--- src/rtl/scs8hd_bist_pkg.sv ---
// ============================================================================
// Module  : scs8hd_bist_pkg
// Purpose : Shared types, truth-table and MISR constants for the 3-input cell BIST.
// Revision: 1.0 - initial release
// ============================================================================
`default_nettype none

package scs8hd_bist_pkg;

    typedef enum logic [1:0] {
        ST_IDLE   = 2'd0,
        ST_APPLY  = 2'd1,
        ST_SAMPLE = 2'd2,
        ST_FINISH = 2'd3
    } bist_state_e;

    localparam logic [7:0] TRUTH_AND3 = 8'h80;
    localparam logic [7:0] MISR_POLY  = 8'h1D;

    function automatic logic [7:0] misr_next(input logic [7:0] sig, input logic x_bit);
        return {sig[6:0], 1'b0} ^ (sig[7] ? MISR_POLY : 8'h00) ^ {7'b0, x_bit};
    endfunction

endpackage

`default_nettype wire

--- src/rtl/scs8hd_bist_misr.sv ---
// ============================================================================
// Module  : scs8hd_bist_misr
// Purpose : 8-bit signature register folding one observed cell output per step.
// Revision: 1.0 - initial release
// ============================================================================
`default_nettype none

module scs8hd_bist_misr
    import scs8hd_bist_pkg::*;
(
    input  logic       clk_i,
    input  logic       rst_i,
    input  logic       clear_i,
    input  logic       step_i,
    input  logic       x_i,
    output logic [7:0] sig_o
);

    logic [7:0] sig_q;

    always_ff @(posedge clk_i) begin
        if (rst_i) begin
            sig_q <= 8'h00;
        end else if (clear_i) begin
            sig_q <= 8'h00;
        end else if (step_i) begin
            sig_q <= misr_next(sig_q, x_i);
        end
    end

    assign sig_o = sig_q;

endmodule

`default_nettype wire

--- src/rtl/scs8hd_and3_bist_ctrl.sv ---
// ============================================================================
// Module  : scs8hd_and3_bist_ctrl
// Purpose : Exhaustive-vector BIST sequencer for a 3-input standard cell.
//           Optional MISR signature output enabled by SCS8HD_BIST_SIGNATURE_EN.
// Revision: 1.0 - initial release
// ============================================================================
`default_nettype none

module scs8hd_and3_bist_ctrl
    import scs8hd_bist_pkg::*;
#(
    parameter int         SETTLE_CYC = 2,
    parameter logic [7:0] TRUTH      = TRUTH_AND3,
    parameter int         ERR_W      = 8,
    parameter int         LOOP_W     = 4
) (
    input  logic              CLK,
    input  logic              RESET,
    input  logic              START,
    input  logic [LOOP_W-1:0] LOOPS,
    input  logic              DUT_X,
    output logic              DUT_A,
    output logic              DUT_B,
    output logic              DUT_C,
    output logic              BUSY,
    output logic              DONE,
    output logic              PASS,
    output logic [ERR_W-1:0]  ERR_CNT,
    output logic [2:0]        FAIL_VEC
`ifdef SCS8HD_BIST_SIGNATURE_EN
    ,
    output logic [7:0]        SIG
`endif
);

    localparam logic [3:0]        SETTLE_LAST = 4'(SETTLE_CYC - 1);
    localparam logic [ERR_W-1:0]  ERR_ONE     = {{(ERR_W-1){1'b0}}, 1'b1};
    localparam logic [LOOP_W-1:0] LOOP_ONE    = {{(LOOP_W-1){1'b0}}, 1'b1};

    bist_state_e       state_q;
    logic [2:0]        vec_q;
    logic [3:0]        settle_q;
    logic [LOOP_W-1:0] loop_q;
    logic [LOOP_W-1:0] loops_q;
    logic [2:0]        abc_q;
    logic              busy_q;
    logic              done_q;
    logic              pass_q;
    logic [ERR_W-1:0]  err_q;
    logic [2:0]        fail_vec_q;
    logic              seen_fail_q;

    logic              mismatch_d;
    logic [ERR_W-1:0]  err_d;

    // Next error count is needed on the last SAMPLE edge to resolve PASS.
    assign mismatch_d = (DUT_X != TRUTH[vec_q]);
    assign err_d      = (mismatch_d && (err_q != {ERR_W{1'b1}})) ? (err_q + ERR_ONE) : err_q;

    always_ff @(posedge CLK) begin
        if (RESET) begin
            state_q     <= ST_IDLE;
            vec_q       <= 3'd0;
            settle_q    <= 4'd0;
            loop_q      <= '0;
            loops_q     <= '0;
            abc_q       <= 3'd0;
            busy_q      <= 1'b0;
            done_q      <= 1'b0;
            pass_q      <= 1'b0;
            err_q       <= '0;
            fail_vec_q  <= 3'd0;
            seen_fail_q <= 1'b0;
        end else begin
            done_q <= 1'b0;
            case (state_q)
                ST_IDLE: begin
                    if (START) begin
                        state_q     <= ST_APPLY;
                        busy_q      <= 1'b1;
                        vec_q       <= 3'd0;
                        abc_q       <= 3'd0;
                        settle_q    <= 4'd0;
                        loop_q      <= '0;
                        loops_q     <= LOOPS;
                        err_q       <= '0;
                        fail_vec_q  <= 3'd0;
                        pass_q      <= 1'b0;
                        seen_fail_q <= 1'b0;
                    end
                end
                ST_APPLY: begin
                    if (settle_q == SETTLE_LAST) begin
                        settle_q <= 4'd0;
                        state_q  <= ST_SAMPLE;
                    end else begin
                        settle_q <= settle_q + 4'd1;
                    end
                end
                ST_SAMPLE: begin
                    err_q <= err_d;
                    if (mismatch_d && !seen_fail_q) begin
                        fail_vec_q  <= vec_q;
                        seen_fail_q <= 1'b1;
                    end
                    if (vec_q != 3'd7) begin
                        vec_q   <= vec_q + 3'd1;
                        abc_q   <= vec_q + 3'd1;
                        state_q <= ST_APPLY;
                    end else if (loop_q < loops_q) begin
                        loop_q  <= loop_q + LOOP_ONE;
                        vec_q   <= 3'd0;
                        abc_q   <= 3'd0;
                        state_q <= ST_APPLY;
                    end else begin
                        state_q <= ST_FINISH;
                        done_q  <= 1'b1;
                        pass_q  <= (err_d == '0);
                    end
                end
                ST_FINISH: begin
                    state_q <= ST_IDLE;
                    busy_q  <= 1'b0;
                    abc_q   <= 3'd0;
                end
                default: begin
                    state_q <= ST_IDLE;
                    busy_q  <= 1'b0;
                end
            endcase
        end
    end

    assign DUT_A    = abc_q[2];
    assign DUT_B    = abc_q[1];
    assign DUT_C    = abc_q[0];
    assign BUSY     = busy_q;
    assign DONE     = done_q;
    assign PASS     = pass_q;
    assign ERR_CNT  = err_q;
    assign FAIL_VEC = fail_vec_q;

`ifdef SCS8HD_BIST_SIGNATURE_EN
    logic start_accept;
    assign start_accept = (state_q == ST_IDLE) && START;

    scs8hd_bist_misr u_misr (
        .clk_i   (CLK),
        .rst_i   (RESET),
        .clear_i (start_accept),
        .step_i  (state_q == ST_SAMPLE),
        .x_i     (DUT_X),
        .sig_o   (SIG)
    );
`endif

endmodule

`default_nettype wire

--- config.mk ---
export PLATFORM = sky130hd
export DESIGN_NAME = scs8hd_and3_bist_ctrl
export DESIGN_NICKNAME = d
export VERILOG_FILES = /design/src/rtl/scs8hd_bist_pkg.sv /design/src/rtl/scs8hd_bist_misr.sv /design/src/rtl/scs8hd_and3_bist_ctrl.sv
export SDC_FILE = /design/constraint.sdc
export NUM_CORES = 1
export LEC_CHECK = 0
export ABC_AREA = 1
export BUFFER_PORTS_ARGS = -buffer_cell sky130_fd_sc_hd__buf_4
export CAP_MARGIN = 20
export CORE_AREA = 2 2 79 58
export CTS_BUF_LIST = sky130_fd_sc_hd__clkbuf_8
export CTS_CLUSTER_DIAMETER = 120
export DETAILED_ROUTE_END_ITERATION = 12
export DIE_AREA = 0 0 81 60
export PLACE_DENSITY = 0.69
export SYNTH_ARGS = -nofsm -noshare
export SYNTH_HDL_FRONTEND = slang
export SYNTH_HIERARCHICAL = 1
export SYNTH_SLANG_ARGS = --single-unit
--- constraint.sdc ---
create_clock -name CLK -period 1.5 [get_ports CLK]
set_input_delay 0.15 -clock CLK [delete_from_list [all_inputs] [get_ports CLK]]
set_output_delay 0.15 -clock CLK [all_outputs]
set_load 0.01 [all_outputs]
### After elaboration in Yosys (flattened, before gate mapping)

Memories as Yosys holds them, arrays and structs flattened. A register that Yosys moved wholly into a read port is not among the register bits.
Cells that the tools add are included.

* $add $sub $neg: 4
* magnitude comparators: 2
* equality and inequality tests: 14
* mux-type cells: 33
* bitwise operators: 1
* reductions and logical operators: 20

Operators by type and width (number)
* $mux W3: 6
* $mux W4: 4
* $mux W8: 2
* $pmux W4 S2: 2
* $pmux W8 S2: 1
* $ne A2 B2 Y1 const B: 6
* $pmux W3 S2: 2
* $reduce_and A2 Y1: 5
* $pmux W3 S3: 1
* $reduce_and A3 Y1: 3
* $add A4 B1 Y4 const B: 2
* $add A8 B1 Y8 const B: 1
* $logic_not A8 Y1: 1
* $mux W2: 4
* $ne A8 B8 Y1 const B: 1
* $pmux W2 S4: 1
* $reduce_and A4 Y1: 2
* $mux W1: 7
* $ne A3 B3 Y1 const B: 2
* $pmux W1 S2: 3
* $reduce_bool A2 Y1: 3
* $eq A2 B2 Y1 const B: 2
* $eq A4 B1 Y1 const B: 1
* $lt A3 B4 Y1 const B: 1
* 10 further kinds: 11

* register bits: 35
* bits in read-only memories: 8
* output and inout bits: 17
* logic and storage cells: 87
* memories: 1

Memory list
* (no name shown): words 8, width 1, read ports 1, clocked after Yosys merged registers in 1, write ports 0, RTL line scs8hd_and3_bist_ctrl.sv:57 `assign mismatch_d = (DUT_X != TRUTH[vec_q]);`

### Longest topological paths before layout

* depth after elaboration: 9
* gate-level depth with buffers: 13

### Least setup slack after synthesis

Ideal clock, no wire load.

* path kind: register to register
* start point: register err_q[0] (netlist: ERR_CNT[0])
* end point: register pass_q (netlist: PASS)
* library setup time: 0.065 ns
* arrival time: 1.567 ns
* required time: 1.435 ns
* setup slack: -0.132 ns
* stages on the path, launching flop included: 14
* period minus slack after synthesis: 1.632 ns
* cells stage by stage: dfxtp_1 -> ha_1 -> inv_1 -> nor2_4 -> nand2_4 -> nand2_8 -> inv_6 -> nand2_2 -> nand2_2 -> nor2_2 -> nand2_1 -> nor2_1 -> nor2_1 -> nor2_1

* cells in the longest elaborated chain, start to end: 7
* elaborated cells on any way between the ends: 8
* classes of those cells: add/sub: 1; eq/ne: 1; mux: 4; reduce/logical: 2

Ends and longest elaborated chain
* start: declaration: RTL line scs8hd_and3_bist_ctrl.sv:49 `logic [ERR_W-1:0] err_q;`
* start signal: assignment: RTL line scs8hd_and3_bist_ctrl.sv:101 `err_q <= err_d;`
* branches (longest 2 deep; another with $add A8 B1 Y8)
* $mux W8 (*): RTL line scs8hd_and3_bist_ctrl.sv:58 `assign err_d = (mismatch_d && (err_q != {ERR_W{1'b1}})) ? (err_q + ERR_ONE) : err_q;`
* $logic_not A8 Y1 (*): RTL line scs8hd_and3_bist_ctrl.sv:118 `pass_q <= (err_d == '0);`
* $mux W1 (*): RTL line scs8hd_and3_bist_ctrl.sv:110 `end else if (loop_q < loops_q) begin`
* $mux W1 (*): RTL line scs8hd_and3_bist_ctrl.sv:106 `if (vec_q != 3'd7) begin`
* $pmux W1 S2 (*): RTL line scs8hd_and3_bist_ctrl.sv:76 `case (state_q)`
* end signal: assignment: RTL line scs8hd_and3_bist_ctrl.sv:118
* end: declaration: RTL line scs8hd_and3_bist_ctrl.sv:48 `logic pass_q;`

Every way passes the cells marked *. The select of a mux whose other input is x is not followed.
A chain may end at the register's enable or synchronous reset.

==> run metrics <==
register bit count reported by yosys 36; syn avg cell area 7.07 sq um; Yosys warnings 6; IO Port Bufs 24; Layout Cells excl Fill 385; Logic pwr share 0.221; cts bufs inserted 5; DPL Wire Length between 3 and 4 mm; Crit path arrival time 1.71 ns; CP cell instances inv_2, ha_4, a21oi_4, nand2_4, nand3_4, nand4_1, o21ai_2, nand2_1, nor2_1; critical path data required time roughly 1.7 ns; Clock Pin Slew Worst Setup and Hold Paths 0.07 ns; top cells by area, synth dfxtp_1, nand2_1, a21oi_1; critical path's slowest cell dfxtp_2; reg2reg start loops_q[3]$_SDFFE_PP0P_; sw frac 0.300; pre-CTS setup slack -0.0701 ns; share of the synthesized area in the top cell type 0.372; nets 346; DRT iter0 DRCs 74; routed via count 1900; Worst R2R Setup Slack 0.01 ns; Final ANT Viol Nets 0; WL/cell 12.2 um; Worst R2R Path Depth 9; sequential share of power 0.464; FP Rows 20; vias per inst 4.94; status complete, no violations; Tot GR Track Use 0.200; core area 4150 sq um; crit-path max cell delay 0.33 ns; Async SR Flop Fraction 0; Die Y-Extent 60 um; Final setup viols 0; net switching power between 0.6 and 0.7 mW; Initial Utilization 0.467; I/O Pins 25; clock buffer depth 2; Syn-to-layout area delta 39.5%; htree depth 2; PD cells 819 nW/um^2; Post-Syn Instances 274; Overall Power 2.21 mW; root buf cell clkbuf_8; CP Launch Type register; clk sinks 36; Reg area 736 sq um; n_diodes 0; post-synthesis cell type count 33; minimum setup slack in the final design 0.0122 ns; area of the multi-input gates 1250 sq um; post-synth net total around 290; total wire length 4.70 mm; critical path fanouts, max 4; Final period util 0.992; maxcap violations 0; RSZ-0062 raised after global routing true; die area 4860 sq um; EDFF count, synth 0; Hold Fails Final Rpt 0; crit end category register; f_max 0.672 GHz; Final Wtd Congestion 0.837; final max-slew violation count 0; worst slew pin tran roughly 0.31 ns; critical path class reg2reg; # fillers 375; Internal 1.55 mW; Skew-Pair Late Insertion Delay ~0.28 ns; maximum vdd drop 636 uV; post-synthesis sequential area ratio 0.372; HP Class in2reg; count leader, synth nand2_1; first-pass GRT wire length 7.33 mm; Cells after DPL 371; Static Leak roughly 1.2 nW; Commonest cells post-synth nand2_1, dfxtp_1, inv_1, a21oi_1, nor2_1; area leader, netlist dfxtp_1; drt pass-1 iters 4; Clock Skews 0.00677 ns; DRC 0; worst hold slack 0.119 ns; Clk pwr share 0.315; vias in the first global route 1628; Congestion Overflow GR 0; Tmin final 1.49 ns; Mapped Area 1940 sq um; initial antenna violation count 0; Worst setup startpoint loops_q[3]$_SDFFE_PP0P_; Die W 81 um; Primary FF master, synth dfxtp_1; fin util 0.651; largest net degree at the start of global routing 24; share of cells above drive strength 1 0.406; max_slew headroom 0.790; CTS tree built
## layout by cell type, fill, tap and decap left out, types with 2 or more instances in the layout
cell       n
nor2_2     4
nand2_1   61
nand2_4    7
nor2_1    16
nand3b_1   3
nand3_2    3
nand3_1   13
o21ai_0   10
ha_4       4
ha_1       4
nor2_4     6
inv_1     25
clkbuf_8   6
a21oi_1   21
nand4_1    8
nand2_2   18
inv_2      9
dfxtp_2    9
xor2_1     3
dfxtp_1   26
buf_4     54
nand3_4    2
## flip-flops by register name, indices dropped and copies added, names as in the netlist, named ones only
name / flops
ERR_CNT: 8
FAIL_VEC: 3
seen_fail_q: 1
abc_q: 3
vec_q: 3
BUSY: 1
loops_q: 4
loop_q: 4
settle_q: 4
DONE: 1
state_q: 2
PASS: 1
## worst max-delay path: cells and delay by family, from the launching register on
| kind | cells | cell delay [ns] |
|---|---|---|
| and+or+nand+nor | 5 | 0.51 |
| DFF | 1 | 0.33 |
| AOI/OAI and AO/OA | 2 | 0.28 |
| adders and majority gates | 1 | 0.25 |
| buffers and inverters | 1 | 0.05 |
## kinds of logic after synthesis
logic type,after synthesis,synth area share
AND/OR/NAND/NOR,147,0.365
adder cells (fa/ha/maj),9,0.0581
buffers and inverters,40,0.0846
XOR/XNOR,3,0.0136
flip-flops,36,0.372
AO/OA/AOI/OAI,39,0.107
## timing repair
action / in CTS / in global routing
buffers inserted: 0 / 6
endpoints found under the setup margin: 9 / 14
gates resized for setup: 7 / 50
pin swaps: 4 / 25
hold buffers: 0 / 0
## worst min path at each step
stage	start	endpoint	slack, ns	cells after the start
3_3_place_gp	LOOPS[0]	loops_q[0]$_SDFFE_PP0P_	0.41	3
4_1_cts	LOOPS[0]	loops_q[0]$_SDFFE_PP0P_	0.12	3
6_report	LOOPS[0]	loops_q[0]$_SDFFE_PP0P_	0.12	3
3_5_place_dp	LOOPS[0]	loops_q[0]$_SDFFE_PP0P_	0.41	3
2_1_floorplan	RESET	settle_q[0]$_SDFFE_PP0P_	0.23	1
5_1_grt	LOOPS[0]	loops_q[0]$_SDFFE_PP0P_	0.14	3
## per-layer routing
layer,GRT usage,part of all wire,up-vias
li1,-,-,995
met1,0.289,0.51,862
met2,0.288,0.44,39
met3,0.0514,0.041,4
met4,0.0654,0.010,0
met5,0,0,-
## area by class of cell
cell class	count	area share
repair buffers	55	0.157
flip-flops and latches	36	0.272
clock inverters	2	0.00278
multi-input cells	198	0.464
inverters	33	0.0477
well taps	55	0.0255
clock buffers	6	0.0305
## stage by stage
stage	setup TNS, ns	area [sq um]
final	0	2700
after global routing	-0.292	2700
after CTS	-0.0363	2480
after detailed placement	-0.411	2360
after global placement	-0.0111	2360
after floorplan	0	1950
## power by group through the flow
stage / Clock, mW / Sequential [mW] / Combinational [mW]
floorplan: 0 / 1.04 / 0.259
global placement: 0 / 1.04 / 0.395
detailed placement: 0 / 1.04 / 0.401
CTS: 0.711 / 1.02 / 0.412
global route: 0.747 / 1.03 / 0.543
finish: 0.697 / 1.03 / 0.489
Power figures use the tool's default switching activity.
